## config.mk

```make
export PLATFORM = sky130hd
export DESIGN_NAME = i_ref_sweep_ctrl
export DESIGN_NICKNAME = d
export VERILOG_FILES = /design/src/rtl/i_ref_sweep_ctrl.sv
export SDC_FILE = /design/constraint.sdc
export NUM_CORES = 1
export LEC_CHECK = 0
export ABC_AREA = 1
export CORE_MARGIN = 1.5
export CORE_UTILIZATION = 59
export CTS_BUF_LIST = sky130_fd_sc_hd__clkbuf_8
export DETAILED_ROUTE_END_ITERATION = 7
export DONT_BUFFER_PORTS = 1
export GPL_TIMING_DRIVEN = 0
export PLACE_DENSITY_LB_ADDON = 0.05
export SYNTH_ARGS = -nofsm -noshare
export SYNTH_HDL_FRONTEND = slang
export SYNTH_SLANG_ARGS = --single-unit
```

## constraint.sdc

```tcl
create_clock -name clk -period 2.3 [get_ports clk]
set_input_delay 0.345 -clock clk [delete_from_list [all_inputs] [get_ports clk]]
set_output_delay 0.345 -clock clk [all_outputs]
set_load 0.02 [all_outputs]
```

## src/rtl/i_ref_sweep_ctrl.sv

```systemverilog
// Reference-current sweep controller.
// Steps i_ref upward from I_START in STEP increments. At each point it waits
// SETTLE_CYCLES cycles, then raises a one-cycle ready pulse so the code can be
// sampled. When the loop monitor reports instability, the last-stable code is
// captured from i_ref_max and backed off by BACKOFF to form the operating point.
// If full scale is reached without instability, the sweep saturates and stops
// at the last code.
//
// Handshake: the controller has no back-pressure. ready is a one-cycle strobe
// that marks "i_ref is settled this cycle". done is a level that stays high
// until enable is dropped. enable is a level request. Dropping it during a
// sweep aborts the sweep, and dropping it while done is high acknowledges
// the result.
module i_ref_sweep_ctrl #(
  parameter int BUS_WIDTH     = 10,
  parameter int I_START       = 0,
  parameter int STEP          = 8,
  parameter int SETTLE_CYCLES = 16,
  parameter int BACKOFF       = 32
) (
  input  logic                 clk,
  input  logic                 rst,
  input  logic                 enable,
  input  logic                 went_unstable,
  input  logic [BUS_WIDTH-1:0] i_ref_max,
  output logic [BUS_WIDTH-1:0] i_ref,
  output logic                 ready,
  output logic [BUS_WIDTH-1:0] i_ref_op,
  output logic                 busy,
  output logic                 done,
  output logic                 sat,
  output logic [2:0]           state_dbg
);

  typedef enum logic [2:0] {
    IDLE    = 3'd0,
    SETTLE  = 3'd1,
    SAMPLE  = 3'd2,
    CAPTURE = 3'd3,
    DONE    = 3'd4
  } state_t;

  localparam int CNT_W = (SETTLE_CYCLES > 1) ? $clog2(SETTLE_CYCLES) : 1;
  localparam logic [CNT_W-1:0]     CNT_LAST     = CNT_W'(SETTLE_CYCLES - 1);
  localparam logic [BUS_WIDTH-1:0] START_CODE   = BUS_WIDTH'(I_START);
  localparam logic [BUS_WIDTH-1:0] STEP_CODE    = BUS_WIDTH'(STEP);
  localparam logic [BUS_WIDTH-1:0] BACKOFF_CODE = BUS_WIDTH'(BACKOFF);
  localparam logic [BUS_WIDTH:0]   FULL_SCALE   = {1'b0, {BUS_WIDTH{1'b1}}};

  state_t               state_q;
  logic [CNT_W-1:0]     cnt_q;
  logic [BUS_WIDTH:0]   next_code_wide;
  logic                 at_full_scale;
  logic                 backoff_ok;
  logic [BUS_WIDTH-1:0] capture_code;

  // The next code is formed one bit wider, so a step past full scale is detected
  // rather than wrapped.
  assign next_code_wide = {1'b0, i_ref} + {1'b0, STEP_CODE};
  assign at_full_scale  = (next_code_wide > FULL_SCALE);

  // The back-off is clamped at zero. The comparison is 32 bits wide, so a
  // BACKOFF larger than the bus still compares correctly.
  assign backoff_ok   = (32'(i_ref_max) >= 32'(BACKOFF));
  assign capture_code = backoff_ok ? (i_ref_max - BACKOFF_CODE) : '0;

  assign state_dbg = state_q;

  // Sweep FSM. Every output is registered here. Abort has the highest
  // priority, then instability, then the normal settle/sample stepping.
  always_ff @(posedge clk or posedge rst) begin
    if (rst) begin
      state_q  <= IDLE;
      cnt_q    <= '0;
      i_ref    <= START_CODE;
      ready    <= 1'b0;
      busy     <= 1'b0;
      done     <= 1'b0;
      sat      <= 1'b0;
      i_ref_op <= '1;
    end else begin
      case (state_q)
        IDLE: begin
          if (enable) begin
            i_ref   <= START_CODE;
            cnt_q   <= '0;
            done    <= 1'b0;
            sat     <= 1'b0;
            busy    <= 1'b1;
            ready   <= 1'b0;
            state_q <= SETTLE;
          end
        end
        SETTLE, SAMPLE: begin
          ready <= 1'b0;
          if (!enable) begin
            i_ref   <= START_CODE;
            cnt_q   <= '0;
            busy    <= 1'b0;
            state_q <= IDLE;
          end else if (went_unstable) begin
            state_q <= CAPTURE;
          end else if (state_q == SETTLE) begin
            cnt_q <= cnt_q + CNT_W'(1);
            if (cnt_q == CNT_LAST) begin
              ready   <= 1'b1;
              state_q <= SAMPLE;
            end
          end else if (at_full_scale) begin
            sat      <= 1'b1;
            i_ref_op <= i_ref;
            busy     <= 1'b0;
            done     <= 1'b1;
            state_q  <= DONE;
          end else begin
            i_ref   <= next_code_wide[BUS_WIDTH-1:0];
            cnt_q   <= '0;
            state_q <= SETTLE;
          end
        end
        CAPTURE: begin
          i_ref_op <= capture_code;
          i_ref    <= capture_code;
          busy     <= 1'b0;
          done     <= 1'b1;
          state_q  <= DONE;
        end
        DONE: begin
          if (!enable) begin
            done    <= 1'b0;
            state_q <= IDLE;
          end
        end
        default: begin
          state_q <= IDLE;
        end
      endcase
    end
  end

endmodule
```

=== Word level (Yosys, flattened, before mapping) ===
Index checks and enable logic that the tools add are counted.

* Word-level logic and storage cells: 89
* Flip-flop bits (word level): 31

* $add $sub $neg: 3
* Equal/unequal tests: 17
* Magnitude comparators: 2
* Muxes and demuxes: 45
* Reductions and logical operators: 14

{| class="wikitable"
|+ Operators by type and width
! cell !! count
|-
| $mux 10 || 10
|-
| $pmux 10 s3 || 1
|-
| $mux 3 || 7
|-
| $mux 4 || 5
|-
| $pmux 10 s2 || 1
|-
| $mux 1 || 15
|-
| $reduce_and 5->1 || 3
|-
| $ne 2x2->1 const B || 6
|-
| $ne 3x3->1 const B || 4
|-
| $pmux 3 s4 || 1
|-
| $add 10x4->11 const B || 1
|-
| $gt 11x10->1 const B || 1
|-
| $ge 10x6->1 const B || 1
|-
| $sub 10x6->10 const B || 1
|-
| $pmux 4 s2 || 1
|-
| $reduce_and 7->1 || 1
|-
| $eq 3x2->1 const B || 2
|-
| $reduce_and 6->1 || 1
|-
| $ne 5x5->1 const B || 1
|-
| $add 4x1->4 const B || 1
|-
| $eq 4x4->1 const B || 1
|-
| $ne 4x4->1 const B || 1
|-
| $pmux 1 s2 || 2
|-
| $pmux 1 s4 || 1
|-
| 11 further kinds || 12
|}

=== Logic depth before layout (Yosys ltp) ===
Gate-level depths: netlist of run 1.

* Word-level depth: 7
* Gate-level depth with buffers: 14
* Depth with buffers taken out: 13

=== Least setup slack after synthesis of run 1 ===
Ideal clock, no wire load.

* Kind: register to register
* Start: reg i_ref[3]
* End: reg sat
* Slack: 0.298 ns
* Arrival time: 1.885 ns
* Required time: 2.183 ns
* Stages on the path, launching flop included: 13
* Path buffers: 1
* Period minus slack after synthesis: 2.002 ns
* Cell sequence: dfrtp_1 inv_1 ha_1 or2_2 nand2_1 nor2_1 nand3_1 nand2_1 nand2_1 nand2_1 buf_4 nand4_1 nand2_1

* Longest elaborated chain between the ends: 4

{| class="wikitable"
|+ RTL lines
! what !! line !! source
|-
| start: declaration || 26 || <nowiki>output logic [BUS_WIDTH-1:0] i_ref,</nowiki>
|-
| start signal: assignment || 116 || <nowiki>i_ref <= next_code_wide[BUS_WIDTH-1:0];</nowiki>
|-
| start signal: assignment || 123 || <nowiki>i_ref <= capture_code;</nowiki>
|-
| $add 10x4->11 || 59 || <nowiki>assign next_code_wide = {1'b0, i_ref} + {1'b0, STEP_CODE};</nowiki>
|-
| $gt 11x10->1 || 60 || <nowiki>assign at_full_scale = (next_code_wide > FULL_SCALE);</nowiki>
|-
| $ne 2x2->1 (no source line) || -- ||
|-
| $reduce_and 6->1 (no source line) || -- ||
|-
| end signal: assignment || 79 || <nowiki>sat <= 1'b0;</nowiki>
|-
| end signal: assignment || 88 || <nowiki>sat <= 1'b0;</nowiki>
|-
| end signal: assignment || 110 || <nowiki>sat <= 1'b1;</nowiki>
|-
| end: declaration || 31 || <nowiki>output logic sat,</nowiki>
|}

Every way passes these cells.
A chain may end at the register's enable or synchronous reset.

=== Worst setup path in the final report of run 1 ===
Same ends and word-level chain as after synthesis.

==> impl_results.md, run 1 <==
* N_diodes at 0
* Hold Fails Final Rpt at 0
* Peak supply drop at between 700 and 800 µV
* Synthesized area at about 0.0019 mm²
* Max FO, Critical Path at 10
* Antenna-violating nets left at 0
* Routability congestion estimate at ~0.93
* Met2 Track Usage GR at 37.05%
* Pleak at a little under 1 nW
* M1 GR Usage at ~34%
* Largest net degree at the start of global routing at 32
* Vias per inst at between 5 and 6
* Worst Path Buf+Inv at 2
* Multiplexer share of the synthesized area at 0%
* Clock Latency Late Sink at about 0.29 ns
* Fin nets at around 280
* CTS tree: built
* Yosys reg bits at 31
* Top cell type's share of synthesized area at between 20 and 30%
* Worst Path Required at between 2 and 2.5 ns
* Wirelength per Cell at 13.35 µm
* Syn Nets at 270
* Global-route wire length before repair at between 6000 and 7000 µm
* Status: finished, final reports clean
* Hold path start: enable
* Initial antenna violation count at 0
* Most common cell in the synthesized netlist: nand2_1
* DRC viols at 0
* Setup TNS at 0 ns
* RSZ-0062 raised after global routing: no
* Dominant cells by area after synthesis: dfrtp_1 (28%), nand2_1 (16%), dfstp_2 (14%)
* CTS Buf Count at 5
* Clk buf depth at 2
* Synth Flop Type: dfrtp_1
* Critical path's slowest cell: dfrtp_2
* Final Cycle Share at between 90% and 100%
* Global Route Usage Sum at between 20% and 30%
* Most frequent cells after synthesis: nand2_1 (82), inv_1 (26), nor2_1 (25)
* Cell taking the most area after synthesis: dfrtp_1
* Core Rows at 20
* Via Count at ~1600
* Worst setup startpoint: i_ref[3]
* Sequential share of the synthesized area at about 42%
* Max Slew Vio Count at 0
* Final setup violation count at 0
* CP endpoint kind: flip-flop
* Share of layout cells above drive strength 1 at between 10% and 20%
* Max Fclk at roughly 0.47 GHz
* Setup repair bufs after CTS at 0
* Setup Skew at approximately 0.0046 ns
* Power density over the cells at 1276 mW/mm²
* Crit-path cells: inv_1 > ha_1 > or2_2 > nand2_1 > nor2_1 > nand3_1 > nand2_1 > nand2_1 > nand2_1 > buf_4 > nand4_1 > nand2_1
* Die area at 0.003524 mm²
* Die width at 59.36 µm
* DR iter-0 viols at 84
* Largest family of logic cells by synthesized area: simple AND/OR/NAND/NOR gates
* Origin of the critical flop-to-flop path: i_ref[3]
* Type of the tightest min-delay check: in -> reg
* CP dominant cell by count: nand2_1
* Arrival @ worst endpoint at about 2.3 ns
* Die H at between 50 and 60 µm
* GR peak layer: met2
* WL final at between 4000 and 5000 µm
* IO Pins at slightly above 40
* Number of clock sinks at 31
* Number of synthesized flops with an enable pin at 0
* Avg Inst Size Synth at around 7.4 µm²
* Compound-gate portion of the synthesized area at about a tenth
* Worst Setup Path Type: reg -> reg
* Total core area at around 0.003 mm²
* Area growth from synthesis to final layout at 8.411%
* Netlist cell types at 32
* Tot Pwr at between 2 and 3 mW
* Simple-gate share of the synthesized area at around 35%
* Post-synthesis cell count at roughly 250
* Slowest stage delay, CP at 0.50 ns
* Max-Cap Viols at 0
* Top delay family on crit path: simple AND/OR/NAND/NOR gates
* Slew headroom at 23.61%
* Vias in the first global route at roughly 1500
* Ys async rst share at 100.0%
* Met3 GRT Util at just over 8%
* Adder-Cell Fraction of Synth Area at 2.670%
* Clock root buffer: clkbuf_8
* Xor and xnor fraction of the mapped netlist area at 2.804%
* Ys Warns at 0
* Period minus WS final at approximately 2.1 ns
* Startpoint Class: flip-flop
* Pre-antenna DRT Iters at 5
* Port Buffers at 0
* Htree depth at 2
* Dpl hpwl at 3077 µm
* Worst slew pin tran at between 1 and 1.5 ns
* Total grt overflow at 0
* Initial core utilization at roughly three fifths
* CTS clk-pin slew, worst paths at 0.06 ns
==> power by group <==
| group | leakage [nW] | total [mW] | switching [mW] | internal [mW] |
|---|---|---|---|---|
| sequential | 0.384 | 1.06 | 0.340 | 0.722 |
| combinational | 0.532 | 1.06 | 0.710 | 0.354 |
| clock | 0.0557 | 0.465 | 0.197 | 0.268 |
==> sequential cells by signal (all words and copies together), names as in the netlist <==
| register | flops |
|---|---|
| i_ref_op | 10 |
| state_dbg | 3 |
| ready | 1 |
| i_ref | 10 |
| cnt_q | 4 |
| done | 1 |
| sat | 1 |
| busy | 1 |
==> routing by layer <==
metal,part of all wire [%],vias up
met5,0,-
met1,46,740
met3,6.6,8
li1,-,826
met2,45,43
met4,2.0,0
==> path summary, 6_finish.rpt <==
| check | slack (ns) | cells past startpoint | to |
|---|---|---|---|
| max in group asynchronous | 1.29 | 1 | i_ref[3] |
| hold reg to reg | 0.49 | 2 | cnt_q[3] |
| hold / removal | 0.19 | 2 | busy |
| setup reg to reg | 0.18 | 12 | sat |
| min in group asynchronous | 0.25 | 1 | ready |
| setup / recovery | 0.18 | 12 | sat |
==> cells in the final DEF, fill, tap and decap left out, types with 2 or more instances in the layout <==
cell,Yosys,layout
nand2_2,3,3
inv_1,26,27
ha_1,4,4
a21oi_1,3,3
o21ai_1,3,3
dfstp_2,10,10
o21a_1,2,2
buf_2,2,2
o21ai_0,16,16
nor3_4,2,2
xor2_1,5,5
nor2_1,25,25
o22ai_1,5,5
clkbuf_8,0,7
dfrtp_2,0,2
nand4_1,4,4
nand3_1,24,24
nand2_1,82,82
dfrtp_1,21,19
==> per-stage QoR <==
step	cell area (µm²)	hold WS, ns	std cells	setup WS (ns)	util, %
finish	2032	0.1856	304	0.1788	67.11
global route	2032	0.2011	304	0.007730	67.11
CTS	2029	0.1822	304	0.05615	67.02
detailed placement	1929	0.4779	296	0.08317	63.72
global placement	1929	0.4724	296	0.09809	63.72
floorplan	1874	0.4411	252	0.2979	-
==> kinds of logic (layout without fill, tap and decap cells) <==
logic type               count (synthesis)  in the layout
AO/OA/AOI/OAI                           32             32
AND/OR/NAND/NOR                        148            148
adder cells (fa/ha/maj)                  4              4
XOR/XNOR                                 6              6
flip-flops                              31             31
buffers and inverters                   31             39
==> cell type report <==
cell class / instances / area [µm²]
clock buffers: 7 / 96.34
clock inverters: 1 / 3.754
flip-flops and latches: 31 / 790.8
plain buffers: 4 / 28.78
well taps: 44 / 55.05
fillers: 262 / 996.0
multi-input cells: 190 / 955.9
inverters: 27 / 101.3
==> timing repair <==
action                     4_1_cts  5_1_grt
hold buffers                     0        0
hold endpoints to repair         0        0
setup endpoints to repair        0       22
resized for setup                0        2
(Power assumes the default switching activity.)
==> run 2: changes to the inputs <==
--- a/config.mk
+++ b/config.mk
@@ -7,7 +7,7 @@
 export LEC_CHECK = 0
 export ABC_AREA = 1
 export CORE_MARGIN = 1.5
-export CORE_UTILIZATION = 59
+export CORE_UTILIZATION = 40
 export CTS_BUF_LIST = sky130_fd_sc_hd__clkbuf_8
 export DETAILED_ROUTE_END_ITERATION = 7
 export DONT_BUFFER_PORTS = 1
==> impl_results.md, run 2 (same netlist as run 1, synthesis figures left out) <==
* Vias per inst at 5.128
* Setup Skew at about 0.0071 ns
* CTS clk-pin slew, worst paths at approximately 0.070 ns
* Dpl hpwl at 3321 µm
* Clock root buffer: clkbuf_8
* Critical path's slowest cell: dfrtp_2
* Pre-antenna DRT Iters at 6
* Arrival @ worst endpoint at about 2.3 ns
* Global Route Usage Sum at between 10% and 20%
* Hold Fails Final Rpt at 0
* Fin nets at ~280
* Failing checks: design-rule violations
* Status: finished, violations left
* Most frequent cells in the layout: nand2_1 (81), inv_1 (26), nor2_1 (24), nand3_1 (24), dfrtp_1 (19)
* Worst Path Buf+Inv at 2
* DRC viols at 2
* Max FO, Critical Path at 10
* Via Count at around 1600
* Fill count at 470
* Setup Slack @ Placement at between 0.02 and 0.025 ns
* DR iter-0 viols at 73
* Antenna-violating nets left at 0
* Global-route wire length before repair at approximately 7500 µm
* Clock Latency Late Sink at slightly below 0.3 ns
* Wirelength per Cell at ~14 µm
* Max Fclk at 0.4750 GHz
* Slowest stage delay, CP at ~0.51 ns
* Worst Path Required at 2.48 ns
* IO Pins at 41
* Share of layout cells above drive strength 1 at ~15%
* GR peak layer: met2
* Routability congestion estimate at ~0.85
* Worst slew pin tran at between 0.7 and 0.8 ns
* Max Slew Vio Count at 0
* CTS tree: built
* Initial antenna violation count at 0
* WL final at between 4000 and 5000 µm
* RSZ-0062 raised after global routing: no
* Crit-path cells: inv_1 > ha_1 > or2_2 > nand2_1 > nor2_1 > nand3_1 > nand2_1 > nand2_1 > nand2_2 > buf_4 > nand4_1 > nand2_1
* Max-Cap Viols at 0
* Core Rows at 24
* CP dominant cell by count: nand2_1
* Type of the tightest min-delay check: in -> async
* Die width at roughly 71 µm
* Largest net degree at the start of global routing at 32
* Htree depth at 2
* Top delay family on crit path: simple AND/OR/NAND/NOR gates
* Final setup violation count at 0
* Period minus WS final at between 2 and 2.5 ns
* Die H at between 70 and 80 µm
* Die area at approximately 0.0051 mm²
* Pleak at 0.9897 nW
* Startpoint Class: flip-flop
* Setup TNS at 0 ns
* Number of clock sinks at 31
* Final worst slack at ~0.2 ns
* Area growth from synthesis to final layout at 11.62%
* Clk buf depth at 2
* M1 GR Usage at about a quarter
* Reg area at about 790 µm²
* Power density over the cells at about 1300 mW/mm²
* CP endpoint kind: flip-flop
* Worst Setup Path Type: reg -> reg
* Most common cell after layout, fill and taps aside: nand2_1
* Slew headroom at between 50% and 60%
* Total core area at roughly 0.0044 mm²
* Met2 Track Usage GR at 28.66%
* Vias in the first global route at around 1600
* Port Buffers at 0
* Peak supply drop at 647.3 µV
* Met3 GRT Util at 6.470%
* Multi-input gate area at roughly 960 µm²
* Total grt overflow at 0
* Final Cycle Share at about nine tenths
* N_diodes at 0
* Top Registers: i_ref (10), i_ref_op (10), cnt_q (4)
* CTS Buf Count at 5
* Initial core utilization at a little over two fifths
==> run 2: cell type report <==
| class | instances | share of cell area (%) |
|---|---|---|
| Tap cell | 52 | 3.110 |
| Sequential cell | 31 | 37.80 |
| Multi-Input combinational cell | 190 | 45.93 |
| Buffer | 4 | 1.376 |
| Clock buffer | 6 | 3.947 |
| Clock inverter | 2 | 1.675 |
| Timing Repair Buffer | 1 | 1.316 |
| Inverter | 27 | 4.844 |
==> run 2: power breakdown <==
part | switching [mW] | internal [mW]
sequential | 0.346 | 0.721
clock | 0.220 | 0.351
combinational | 0.720 | 0.361
==> run 2: worst register-to-register path, delay by kind of cell, from the launching register on <==
kind,cells,cell delay [ns]
buffers and inverters,2,0.27
AND/OR/NAND/NOR,9,0.91
flip-flops,1,0.51
adder cells (fa/ha/maj),1,0.31
==> run 2: path summary, 6_finish.rpt <==
kind,start,end,slack [ns],cells past startpoint
max reg2reg,i_ref[3],sat,0.19,12
min,rst,i_ref[8],0.06,1
max,i_ref[3],sat,0.19,12
min in group clk,enable,busy,0.19,2
max in group asynchronous,rst,i_ref[4],1.71,2
min reg2reg,cnt_q[3],cnt_q[3],0.50,2
==> run 2: timing repair <==
action | 4_1_cts | 5_1_grt
hold buffers | 0 | 0
buffers inserted | 0 | 0
hold endpoints to repair | 0 | 0
setup endpoints to repair | 0 | 24
gates resized for setup | 0 | 4
==> run 2: routing by layer <==
layer	routed length (µm)	up-vias
met2	1900	39
li1	-	832
met3	312	5
met1	2152	729
met4	59	0
met5	0	-
==> run 2: metrics by stage <==
step	cells	utilization (%)	area (µm²)	power, mW	hold slack (ns)
2_1_floorplan	252	-	1874	1.882	0.4411
3_3_place_gp	304	43.64	1939	2.145	0.4732
3_5_place_dp	304	43.64	1939	2.147	0.4798
4_1_cts	312	46.28	2057	2.724	0.1882
5_1_grt	313	47.07	2092	2.942	0.1043
6_report	313	47.07	2092	2.719	0.05853
